[src/rtl/coef_stream_sched.sv]
// Round-robin scheduler sharing one coefficient output port between the Sq
// generator and the ternary-lift generator; beats metered by valid/ready.
module coef_stream_sched #(
  parameter int SQ_W   = 13,
  parameter int SQ_LEN = 701,
  parameter int TN_W   = 4,
  parameter int TN_LEN = 350,
  parameter int CNT_W  = 10
) (
  input  logic            clk,
  input  logic            rst,
  input  logic            req_sq,
  input  logic            req_tn,
  input  logic [SQ_W-1:0] sq_data,
  input  logic [TN_W-1:0] tn_data,
  output logic            load_sq,
  output logic            adv_sq,
  output logic            load_tn,
  output logic            adv_tn,
  output logic [SQ_W-1:0] out_data,
  output logic            out_valid,
  input  logic            out_ready,
  output logic            out_src,
  output logic            out_last,
  output logic            busy,
  output logic            done_sq,
  output logic            done_tn
);

  localparam logic [1:0] S_IDLE   = 2'd0;
  localparam logic [1:0] S_LOAD   = 2'd1;
  localparam logic [1:0] S_STREAM = 2'd2;
  localparam logic [1:0] S_DONE   = 2'd3;

  localparam logic [CNT_W-1:0] SQ_LAST = CNT_W'(SQ_LEN - 1);
  localparam logic [CNT_W-1:0] TN_LAST = CNT_W'(TN_LEN - 1);

  logic [1:0]       state_q, state_d;
  logic             pend_sq_q, pend_sq_d;
  logic             pend_tn_q, pend_tn_d;
  logic             last_grant_q, last_grant_d;
  logic             src_q, src_d;
  logic [CNT_W-1:0] cnt_q, cnt_d;

  logic in_load, in_stream, in_done;
  logic grant_any, grant_src, grant_sq, grant_tn;
  logic beat_last, accept;

  assign in_load   = (state_q == S_LOAD);
  assign in_stream = (state_q == S_STREAM);
  assign in_done   = (state_q == S_DONE);

  // With both pending the channel not granted last time wins; otherwise the
  // lone pending channel wins (pend_tn alone selects 1, pend_sq alone 0).
  assign grant_any = (state_q == S_IDLE) && (pend_sq_q || pend_tn_q);
  assign grant_src = (pend_sq_q && pend_tn_q) ? ~last_grant_q : pend_tn_q;
  assign grant_sq  = grant_any && !grant_src;
  assign grant_tn  = grant_any && grant_src;

  assign beat_last = in_stream && (cnt_q == (src_q ? TN_LAST : SQ_LAST));
  assign accept    = in_stream && out_ready;

  always_comb begin
    state_d      = state_q;
    last_grant_d = last_grant_q;
    src_d        = src_q;
    cnt_d        = cnt_q;
    unique case (state_q)
      S_IDLE: begin
        if (grant_any) begin
          state_d      = S_LOAD;
          src_d        = grant_src;
          last_grant_d = grant_src;
          cnt_d        = '0;
        end
      end
      S_LOAD:   state_d = S_STREAM;
      S_STREAM: begin
        if (accept) begin
          if (beat_last) state_d = S_DONE;
          else           cnt_d   = cnt_q + CNT_W'(1);
        end
      end
      default:  state_d = S_IDLE;
    endcase
  end

  // A request on the granting edge re-arms the flag it would have cleared.
  assign pend_sq_d = req_sq || (pend_sq_q && !grant_sq);
  assign pend_tn_d = req_tn || (pend_tn_q && !grant_tn);

  always_ff @(posedge clk or posedge rst) begin
    if (rst) begin
      state_q      <= S_IDLE;
      pend_sq_q    <= 1'b0;
      pend_tn_q    <= 1'b0;
      last_grant_q <= 1'b1;
      src_q        <= 1'b0;
      cnt_q        <= '0;
    end else begin
      state_q      <= state_d;
      pend_sq_q    <= pend_sq_d;
      pend_tn_q    <= pend_tn_d;
      last_grant_q <= last_grant_d;
      src_q        <= src_d;
      cnt_q        <= cnt_d;
    end
  end

  assign load_sq   = in_load && !src_q;
  assign load_tn   = in_load && src_q;
  assign adv_sq    = accept && !src_q;
  assign adv_tn    = accept && src_q;
  assign out_valid = in_stream;
  assign out_src   = (in_load || in_stream || in_done) && src_q;
  assign out_last  = beat_last;
  assign busy      = in_load || in_stream;
  assign done_sq   = in_done && !src_q;
  assign done_tn   = in_done && src_q;
  assign out_data  = !in_stream ? '0 : (src_q ? SQ_W'(tn_data) : sq_data);

endmodule
[config.mk]
export PLATFORM = sky130hd
export DESIGN_NAME = coef_stream_sched
export DESIGN_NICKNAME = d
export VERILOG_FILES = /design/src/rtl/coef_stream_sched.sv
export SDC_FILE = /design/constraint.sdc
export NUM_CORES = 1
export LEC_CHECK = 0
export CORE_MARGIN = 2
export CORE_UTILIZATION = 48
export CTS_BUF_LIST = sky130_fd_sc_hd__clkbuf_4 sky130_fd_sc_hd__clkbuf_8
export DETAILED_ROUTE_END_ITERATION = 6
export PLACE_DENSITY = 0.88
export SLEW_MARGIN = 25
export SYNTH_ARGS = -nofsm -noshare
export SYNTH_HDL_FRONTEND = slang
export SYNTH_SLANG_ARGS = --single-unit
export TNS_END_PERCENT = 20
[constraint.sdc]
create_clock -name clk -period 3.35 [get_ports clk]
set_clock_uncertainty 0.15 [all_clocks]
set_input_delay 0.67 -clock clk [delete_from_list [all_inputs] [get_ports clk]]
set_output_delay 0.67 -clock clk [all_outputs]
set_load 0.005 [all_outputs]
======== Word-level counts from Yosys, hierarchy flattened ========
Index checks and enable logic that the tools add are counted.
cells by class
  add/sub/neg operators ................... 1
  equality and inequality tests ........... 8
  mux-type cells .......................... 12
  bitwise logic cells ..................... 1
  reductions and logical operators ........ 29
operators by type and width
  cell                   count
  $mux 10                4
  $mux 13                2
  $pmux 10 s2            1
  $logic_and 1x1->1      15
  $add 10x1->10 const B  1
  $eq 10x10->1           1
  $mux 2                 3
  $ne 2x2->1 const B     3
  $pmux 2 s3             1
  $logic_or 1x1->1       5
  $eq 2x2->1 const B     2
  $logic_not 1->1        4
  $reduce_and 4->1       1
  $reduce_and 3->1       1
  $eq 2x1->1 const B     1
  $logic_not 2->1        1
  $ne 2x1->1 const B     1
  $reduce_and 2->1       1
  $reduce_bool 2->1      1
  $mux 1                 1
  $not 1->1              1
word-level totals
  register bits after elaboration ......... 16
  input bits .............................. 22
  output and inout port bits .............. 23
  word-level logic and storage cells ...... 57

======== Logic depth before layout (Yosys ltp) ========
Gate-level depths: netlist of the first run.
  depth after elaboration ................. 7
  depth in mapped cells ................... 9
  gate-level depth less buffers ........... 7

======== Least setup slack after synthesis of the first run ========
Ideal clock, no wire load.
  path kind ............................... flip-flop to output port
  start ................................... register state_q[0]
  end ..................................... output adv_sq
  arrival ................................. 1399 ps
  required time ........................... 2530 ps
  setup slack ............................. 1131 ps
  stages on the path, launching flop included .. 6
  path buffers ............................ 0
  cell sequence ........................... dfrtp_1 inv_1 ha_1 clkinv_1 nor2_1 and2_1
between the ends
  cells in the longest elaborated chain, start to end .. 3
ends and longest elaborated chain
  what                    RTL line  text
  from (decl)             38        logic [1:0] state_q, state_d;
  from (signal assigned)  101       state_q <= state_d;
  $eq 2x2->1              50        assign in_stream = (state_q == S_STREAM);
  net out_valid           21        output logic out_valid,
  $logic_and 1x1->1       61        assign accept = in_stream && out_ready;
  $logic_and 1x1->1       112       assign adv_sq = accept && !src_q;
  to (decl)               17        output logic adv_sq,
The timed path passes the listed nets, and every way through them passes these cells.

======== Worst setup path after layout of the first run ========
  start ................................... register cnt_q[8]
  end ..................................... output out_last
between the ends
  cells in the longest elaborated chain, start to end .. 2
ends and longest elaborated chain
  what                    RTL line  text
  from (decl)             43        logic [CNT_W-1:0] cnt_q, cnt_d;
  from (signal assigned)  106       cnt_q <= cnt_d;
  $eq 10x10->1            60        assign beat_last = in_stream && (cnt_q == (src_q ? TN_LAST : SQ_LAST));
  $logic_and 1x1->1       60
  to (decl)               24        output logic out_last,
No other way between the ends.

==> results by stage, run 1 <==
Clocking:
- In this run the number of H-tree levels came out at 1.
- The number of buffers inserted by hold repair at cts is 0.
- No sink is reached through more buffers than the 2 on the longest clock path.
- The clock-pin slew reported for the worst setup and hold paths after clock tree synthesis is 90 ps.
- The cell at the root of the clock tree is sky130_fd_sc_hd__clkbuf_4.
- In this run, CTS created clock tree buffers numbering 3.
- In this run the post-CTS setup repair buffer count came out at 0.
- The CTS tree is done.
- At the later pin of the worst-skew pair, clock insertion delay measures 290 ps.
- The number of gates resized after CTS is 0.
- The clock net in this run drives a total of 16 sinks.

Floorplan:
- The initial utilization of the core area, before any placement, comes to 50.3%.
- 45 I/O pins were placed.
- The floorplan step set the die height to 51.9 um.
- The total die area is 0.00270 mm^2.
- The die is 51.9 um wide.
- In this run the standard cell core region covers 0.00219 mm^2.
- The number of cell rows is 17.

Drt:
- The DRC violation total after the first TritonRoute iteration is 17.
- The count of antenna-violating nets left after detailed routing is 0.
- For this run, design rule violations remaining after detail routing come to 0.
- In the final routed layout, each cell accounts on average for 14.3 um.
- The routed wire length is 2860 um.
- The routed via count divided by cell count is 5.56.
- The first TritonRoute pass finished after 4 iterations.
- The total vias in the final route is 1112.

Status:
- The flow ran to the end, and the final reports show no timing, DRC or antenna violations.

Global route:
- The met2 usage in global routing is 42.6%.
- The first global-routing pass estimated 4610 um of wire.
- Entering global routing, the biggest net connects 17 pins.
- The global-route met3 utilization is 6.03%.
- The busiest layer in global routing is met2.
- In the global route stage, overall resource usage came out at 23.0%.
- For this run, global-route usage on met1 was measured as 25.0%.
- The sum of overflow across all layers after global routing is 0.
- The number of global-route vias before repair is 1059.
- The number of antenna violations at the first check in global routing is 0.

Placement:
- The HPWL after detailed placement is 2280 um.
- The congestion estimate from routability-driven global placement came to 0.827.
- The count of buffers added on input and output ports is 44.

STA:
- The final number of setup-violating endpoints is 0.
- The minimum clock period after layout is 3130 ps.
- The actual slew at the worst max-slew pin is 600 ps.
- Setup repair after global routing left no endpoint under its margin.
- For this run, the top clock speed supported by timing is 0.320 GHz.
- The setup TNS after final layout is 0 ps.
- The hold violation total from the final report is 0.
- The final critical path takes up 93.4% of the cycle.
- The worst pin sits at a relative slew slack of 60.0%.
- The count of final max-slew check failures is 0.

Hold path:
- The worst min-delay path endpoint is last_grant_q.
- In this run the worst hold path is classified as flip-flop to flip-flop.
- The startpoint identified for the worst hold timing path is pend_sq_q.
- The hold path depth is 1.

Setup path:
- In this run the worst path has a maximum fanout of 5.
- The startpoint kind of the worst setup timing path is a flip-flop.
- STA puts the critical path data required time at 2530 ps.
- The capture point of the worst reg-to-reg path is cnt_q[5].
- The worst setup path is of the flip-flop to primary output kind.
- Measured in cells, the most critical reg-to-reg path has a length of 5.
- STA classifies the critical path endpoint as a primary output.
- The beginning of the worst register-to-register path is cnt_q[8].
- The minimum setup slack among reg-to-reg paths is 1020 ps.
- The arrival time at the worst endpoint is 2310 ps.

Final layout:
- The number of antenna diodes in the final layout is 0.
- In the layout the commonest cells are sky130_fd_sc_hd__clkdlybuf4s50_1 (44), sky130_fd_sc_hd__dfrtp_1 (15), sky130_fd_sc_hd__and2_1 (12).
- The post-synthesis to final-layout area growth is 45.6%.
- The net count of the finished layout is 200.
- Leaving out fill and tap cells, the most frequent cell in the layout is sky130_fd_sc_hd__clkdlybuf4s50_1.
- The ratio of cells with drive above 1 in the final layout is 7.56%.

Power:
- For this design the static power due to leakage is 0.667 nW.
- Across the VDD grid, the largest voltage drop is 0.497 mV.
- For this design the ratio of total power to cell area is 709 mW/mm^2.
- The total power is 1.14 mW.

Synthesis:
- The leading register cell type out of synthesis is sky130_fd_sc_hd__dfrtp_1.
- The count of state elements after synthesis is 16.
- The Yosys step of the flow raised 0 warnings.
- The sequential area share after synthesis is 36.4%.
- The cell count after synthesis came out at 126.
- The number of enable-type register cells in the synthesized netlist is 0.
- The fraction of the mapped netlist area in adder cells is 5.68%.
- The synthesized netlist devotes 18.4% of its cell area to compound gates.
- The portion of synthesized area spent on multiplexers is 5.68%.
- The fraction of the mapped netlist area in simple logic gates is 29.7%.
- After synthesis, the netlist uses 36 different library cells.
- The share of flip-flops with an asynchronous set or reset is 100%.
- Summing the areas of all xor and xnor instances in the mapped netlist gives 0% of the synthesized area.
- The synthesized area is 0.00110 mm^2.
- The total nets after synthesis is 153.
- Averaged over all synthesized cells, the footprint is 8.75 um^2.
- The main combinational cell family by area after synthesis is simple AND/OR/NAND/NOR gates.

Job:
- The max-capacitance violation count is 0.
-- routing by layer --
| metal | up-vias | share of wire, % |
|---|---|---|
| met1 | 530 | 39 |
| met4 | 0 | 1.3 |
| met5 | - | 0 |
| li1 | 532 | - |
| met3 | 6 | 9.2 |
| met2 | 44 | 50 |
-- cells in the mapped netlist, drive strengths merged, types with 2 or more instances --
master  instances  area share, %
nor2b           5            2.8
ha              5            5.7
o21bai          3            2.0
nand2b          2            1.1
dfrtp          15             34
a21oi           5            2.3
o21ai           7            3.5
mux2            2            2.0
mux2i           4            3.6
and2           12            6.8
nor2           10            3.4
nor3            5            2.3
a31oi           2            1.1
nand2          11            3.7
clkbuf          2           0.68
or3             3            1.7
nand3           4            1.8
a21o            5            3.4
nor3b           3            2.0
inv             6            2.0
-- kinds of logic after synthesis --
kind of cell             after synthesis
AO/OA/AOI/OAI                         28
adder cells (fa/ha/maj)                5
buffers and inverters                 10
flip-flops                            16
multiplexers                           6
AND/OR/NAND/NOR                       61
-- critical path, cell delays in order (launching register included) --
cell and delay (ps):
sky130_fd_sc_hd__dfrtp_1 430, sky130_fd_sc_hd__or4b_1 540, sky130_fd_sc_hd__o22a_2 290, sky130_fd_sc_hd__nor3_1 220
sky130_fd_sc_hd__clkdlybuf4s50_1 540
-- flip-flops by register name (all words and copies together) (netlist names) --
register,count
cnt_q,10
last_grant_q,1
pend_sq_q,1
pend_tn_q,1
src_q,1
state_q,2
-- area by class of cell --
type	count	area (um^2)
clock buffer	4	36.3
fill	178	586
inverter	7	26.3
multi-input combinational	100	658
sequential	16	402
tap	28	35.0
timing repair buffer	45	448
-- how the worst max path moves through the flow --
stage / start / endpoint / slack [ps] / cells after the start
finish: cnt_q[8] / out_last / 220 / 4
detailed placement: state_q[0] / out_data[12] / 440 / 6
CTS: state_q[0] / out_data[12] / 110 / 6
floorplan: state_q[0] / adv_sq / 1130 / 5
global route: state_q[0] / out_data[12] / 5 / 6
global placement: state_q[0] / out_data[10] / 550 / 6
-- stage by stage --
step                      worst slack [ps]  area, um^2  instances  util, %  hold slack (ps)
final                                  221        1610        200     73.3              368
after CTS                              111        1600        200     73.2              364
after global routing                  4.79        1610        200     73.3              398
after floorplan                       1130        1100        126        -              317
after global placement                 545        1570        196     71.5              347
after detailed placement               435        1570        196     71.5              349
-- power breakdown --
group          switching [mW]  internal (mW)
logic                   0.332          0.374
clock network          0.0614         0.0662
registers              0.0542          0.251
Note: power is estimated with default switching activity, not from simulation.
==> run 2: changes to the inputs <==
CORE_ASPECT_RATIO = 0.7   (was unset)
CORE_UTILIZATION = 40   (was 48)
PLACE_DENSITY = 0.78   (was 0.88)
SLEW_MARGIN = unset   (was 25)
clock period = 2.8 ns   (was 3.35 ns; I/O delays follow)
==> results by stage, run 2 (synthesis results as in run 1) <==
Drt:
- The routed wire length is 3040 um (+6.4%).
- The average detailed-routed wire length per instance came to 14.6 um (+2.3%).
- The count of antenna-violating nets left after detailed routing is 0 (unchanged).
- The remaining routing DRC violations came to 0 (unchanged).
- The DRC violation total after the first TritonRoute iteration was 48 (+31).
- The total iterations of the first detailed-routing run is 4 (unchanged).
- The total vias in the final route is 1101 (-0.99%).
- The routed via count divided by cell count is 5.29 (-4.8%).

Global route:
- The global-route met1 utilization is 24.9% (-0.12 points).
- The busiest layer in global routing is met2.
- The global-route wire length before repair is 4640 um (+0.74%).
- The number of antenna violations at the first check in global routing is 0 (unchanged).
- The largest net degree at the start of global routing is 17 (unchanged).
- The number of global-route vias before repair came to 968 (-8.6%).
- The global-route met3 utilization is 5.88% (-0.15 points).
- The met2 usage in global routing is 35.0% (-7.6 points).
- The sum of overflow across all layers after global routing is 0 (unchanged).
- The overall routing resource usage came to 20.1% (-2.9 points).

Final layout:
- The most common cell after layout, fill and taps aside is sky130_fd_sc_hd__clkdlybuf4s50_1.
- The count of antenna diodes in the layout is 0 (unchanged).
- cnt_q holds more flip-flops than any other register.
- The post-synthesis to final-layout area growth is 51.1%.
- The number of fill cells in the layout is 201 (+13%).
- In the layout the commonest cells are sky130_fd_sc_hd__clkdlybuf4s50_1 (43), sky130_fd_sc_hd__dfrtp_1 (15), sky130_fd_sc_hd__and2_1 (12).
- The flip-flop count of the largest register, all copies and words added is 10 (unchanged).
- The number of non-filler instances in the completed layout is 208 (+4.0%).
- In the final layout, the registers with the most flip-flops are cnt_q: 10 flops, state_q: 2 flops.
- The net count of the finished layout is 202 (+1.0%).
- The post-layout utilization of the core is 65.7% (-7.5 points).
- The sequential cell area is 402 um^2 (unchanged).
- The ratio of cells with drive above 1 in the final layout came to 9.77% (+2.2 points).
- The multi-input gate area in the final layout came to 682 um^2 (+3.6%).

Placement:
- The total instance count after detailed placement was 203 (+3.6%).
- The count of buffers inserted at the top-level ports is 44 (unchanged).
- The HPWL after detailed placement was 2320 um (+1.5%).
- The placer's final routability congestion estimate is 0.862 (+4.2%).

Power:
- The internal power is 0.899 mW (+30%).
- The fraction of power consumed by sequential logic was 25.0% (-1.8 points).
- The clock share of power is 14.0% (+2.8 points).
- The combinational fraction of design power is 61.0% (-1.0 points).
- The worst IR drop on VDD is 0.529 mV (+6.4%).
- The net switching component of the power is 0.579 mW (+29%).
- The fraction of power spent switching nets came to 39.2% (-0.14 points).
- The power density over the cells is 888 mW/mm^2 (+25%).
- The leakage power total is 0.686 nW (+2.9%).

Setup path:
- The data required time at the worst endpoint came to 2090 ps (-440 ps).
- The minimum setup slack among reg-to-reg paths is 450 ps (-570 ps).
- In this run the critical register-to-register path is launched from state_q[0].
- The arrival time at the worst endpoint was 1980 ps (-330 ps).
- The logic depth of the worst setup path including buffers came to 6 (+2).
- The critical setup path kind is flip-flop to primary output.
- The gate family responsible for the most delay along the worst path is buffers and inverters.
- The critical path goes through inv_1, ha_4, clkinvlp_4, nor2_2, and2_1, clkdlybuf4s50_1.
- The largest incremental delay on the critical path came to 500 ps (-40 ps).
- The critical path launch point is state_q[0].
- The worst setup path is captured at a primary output.
- The largest individual stage delay along the critical path comes from the cell sky130_fd_sc_hd__clkdlybuf4s50_1.
- The number of cells traversed by the worst register-to-register path is 8 (+3).
- The capture point of the worst reg-to-reg path is cnt_q[9].
- The worst path buffer plus inverter count is 3 (+2).
- The critical path endpoint is out_data[12].
- The critical-path maximum fanout is 6 (+1).
- STA classifies the critical path startpoint as a flip-flop.

STA:
- Dividing the final minimum period by the clock period gives 96.0%.
- The worst max-slew margin expressed relative to the limit is 59.7% (-0.27 points).
- The actual slew at the worst max-slew pin came to 604 ps (+4.01 ps).
- The setup TNS after final layout came to 0 ps (unchanged).
- The final number of setup-violating endpoints is 0 (unchanged).
- The hold violation total from the final report came to 0 (unchanged).
- The final worst hold slack was 383 ps (+15.7 ps).
- Setup repair after global routing left no endpoint under its margin.
- The count of final max-slew check failures is 0 (unchanged).
- The routed design could run at a clock period as short as 2690 ps.
- Timing would allow up to 0.372 GHz.

Clocking:
- The cell at the root of the clock tree is sky130_fd_sc_hd__clkbuf_8.
- TritonCTS built the clock tree.
- The number of sinks driven by the clock tree is 16 (unchanged).
- The clock buffer count from CTS is 3 (unchanged).
- The H-tree depth is 1 (unchanged).
- The number of buffers inserted by hold repair at cts is 0 (unchanged).
- The number of buffers inserted by post-CTS setup repair is 0 (unchanged).
- The worst-case clock buffer depth is 2 (unchanged).
- The clock latency of the later-clocked register in the worst-skew pair came to 250 ps (-40 ps).
- The clock-pin slew reported for the worst setup and hold paths after clock tree synthesis came to 60 ps (-30 ps).

Status:
- The run finished with clean final reports.

Floorplan:
- The count of pins on the block boundary came to 45 (unchanged).
- The core box area is 0.00253 mm^2 (+16%).
- The width of the chip came to 66.7 um (+29%).
- The initial core utilization is 43.5% (-6.8 points).
- The total die area is 0.00320 mm^2 (+19%).
- The chip height is 47.9 um (-7.7%).
- The number of cell rows is 15 (-2).

Hold path:
- The type of the most critical hold path is flip-flop to flip-flop.

Job:
- The max-capacitance violation count is 0 (unchanged).
## run 2: layer usage
metal / share of wire [%] / wire (um) / vias to the layer above
met3: 4.2 / 129 / 7
li1: - / - / 543
met5: 0 / 0 / -
met4: 1.6 / 49 / 0
met1: 47 / 1440 / 518
met2: 47 / 1420 / 33
## run 2: worst min path at each step
stage / from / to / cells past startpoint
2_1_floorplan: rst / cnt_q[0] / 1
3_3_place_gp: pend_sq_q / last_grant_q / 1
3_5_place_dp: pend_sq_q / last_grant_q / 1
4_1_cts: pend_sq_q / last_grant_q / 1
5_1_grt: pend_sq_q / last_grant_q / 1
6_report: pend_sq_q / last_grant_q / 1
## run 2: worst reg2reg max path, cell delays in order, from the launching register on
cell and delay, ps:
sky130_fd_sc_hd__dfrtp_1 420, sky130_fd_sc_hd__inv_1 140, sky130_fd_sc_hd__ha_4 190, sky130_fd_sc_hd__clkinvlp_4 140
sky130_fd_sc_hd__buf_4 190, sky130_fd_sc_hd__nor3_1 310, sky130_fd_sc_hd__o21ai_2 230, sky130_fd_sc_hd__or3_1 410
sky130_fd_sc_hd__o21ai_0 90
## run 2: what timing repair did
action	CTS	global route
pin swaps	0	1
cloned	0	1
gates resized for setup	3	3
endpoints found under the hold margin	0	0
setup endpoints to repair	11	14
## run 2: final cells by class
class,instances,area share [%]
well taps,34,2.55
flip-flops and latches,16,24.1
inverters,7,1.80
multi-input cells,101,40.9
repair buffers,46,27.3
clock buffers,4,3.31
## run 2: per-stage QoR
stage | area (um^2) | setup slack (ps) | total power, mW
after global placement | 1580 | 191 | 1.19
after CTS | 1640 | 24.0 | 1.45
after floorplan | 1100 | 691 | 0.859
final | 1670 | 113 | 1.48
after detailed placement | 1580 | 143 | 1.23
after global routing | 1670 | 15.0 | 1.58
## run 2: power by group through the flow
stage               logic (mW)  registers (mW)  clock network [mW]
floorplan                0.501           0.358                   0
global placement         0.830           0.361                   0
detailed placement       0.858           0.369                   0
CTS                      0.872           0.365               0.209
global route             0.978           0.378               0.221
finish                   0.901           0.369               0.208
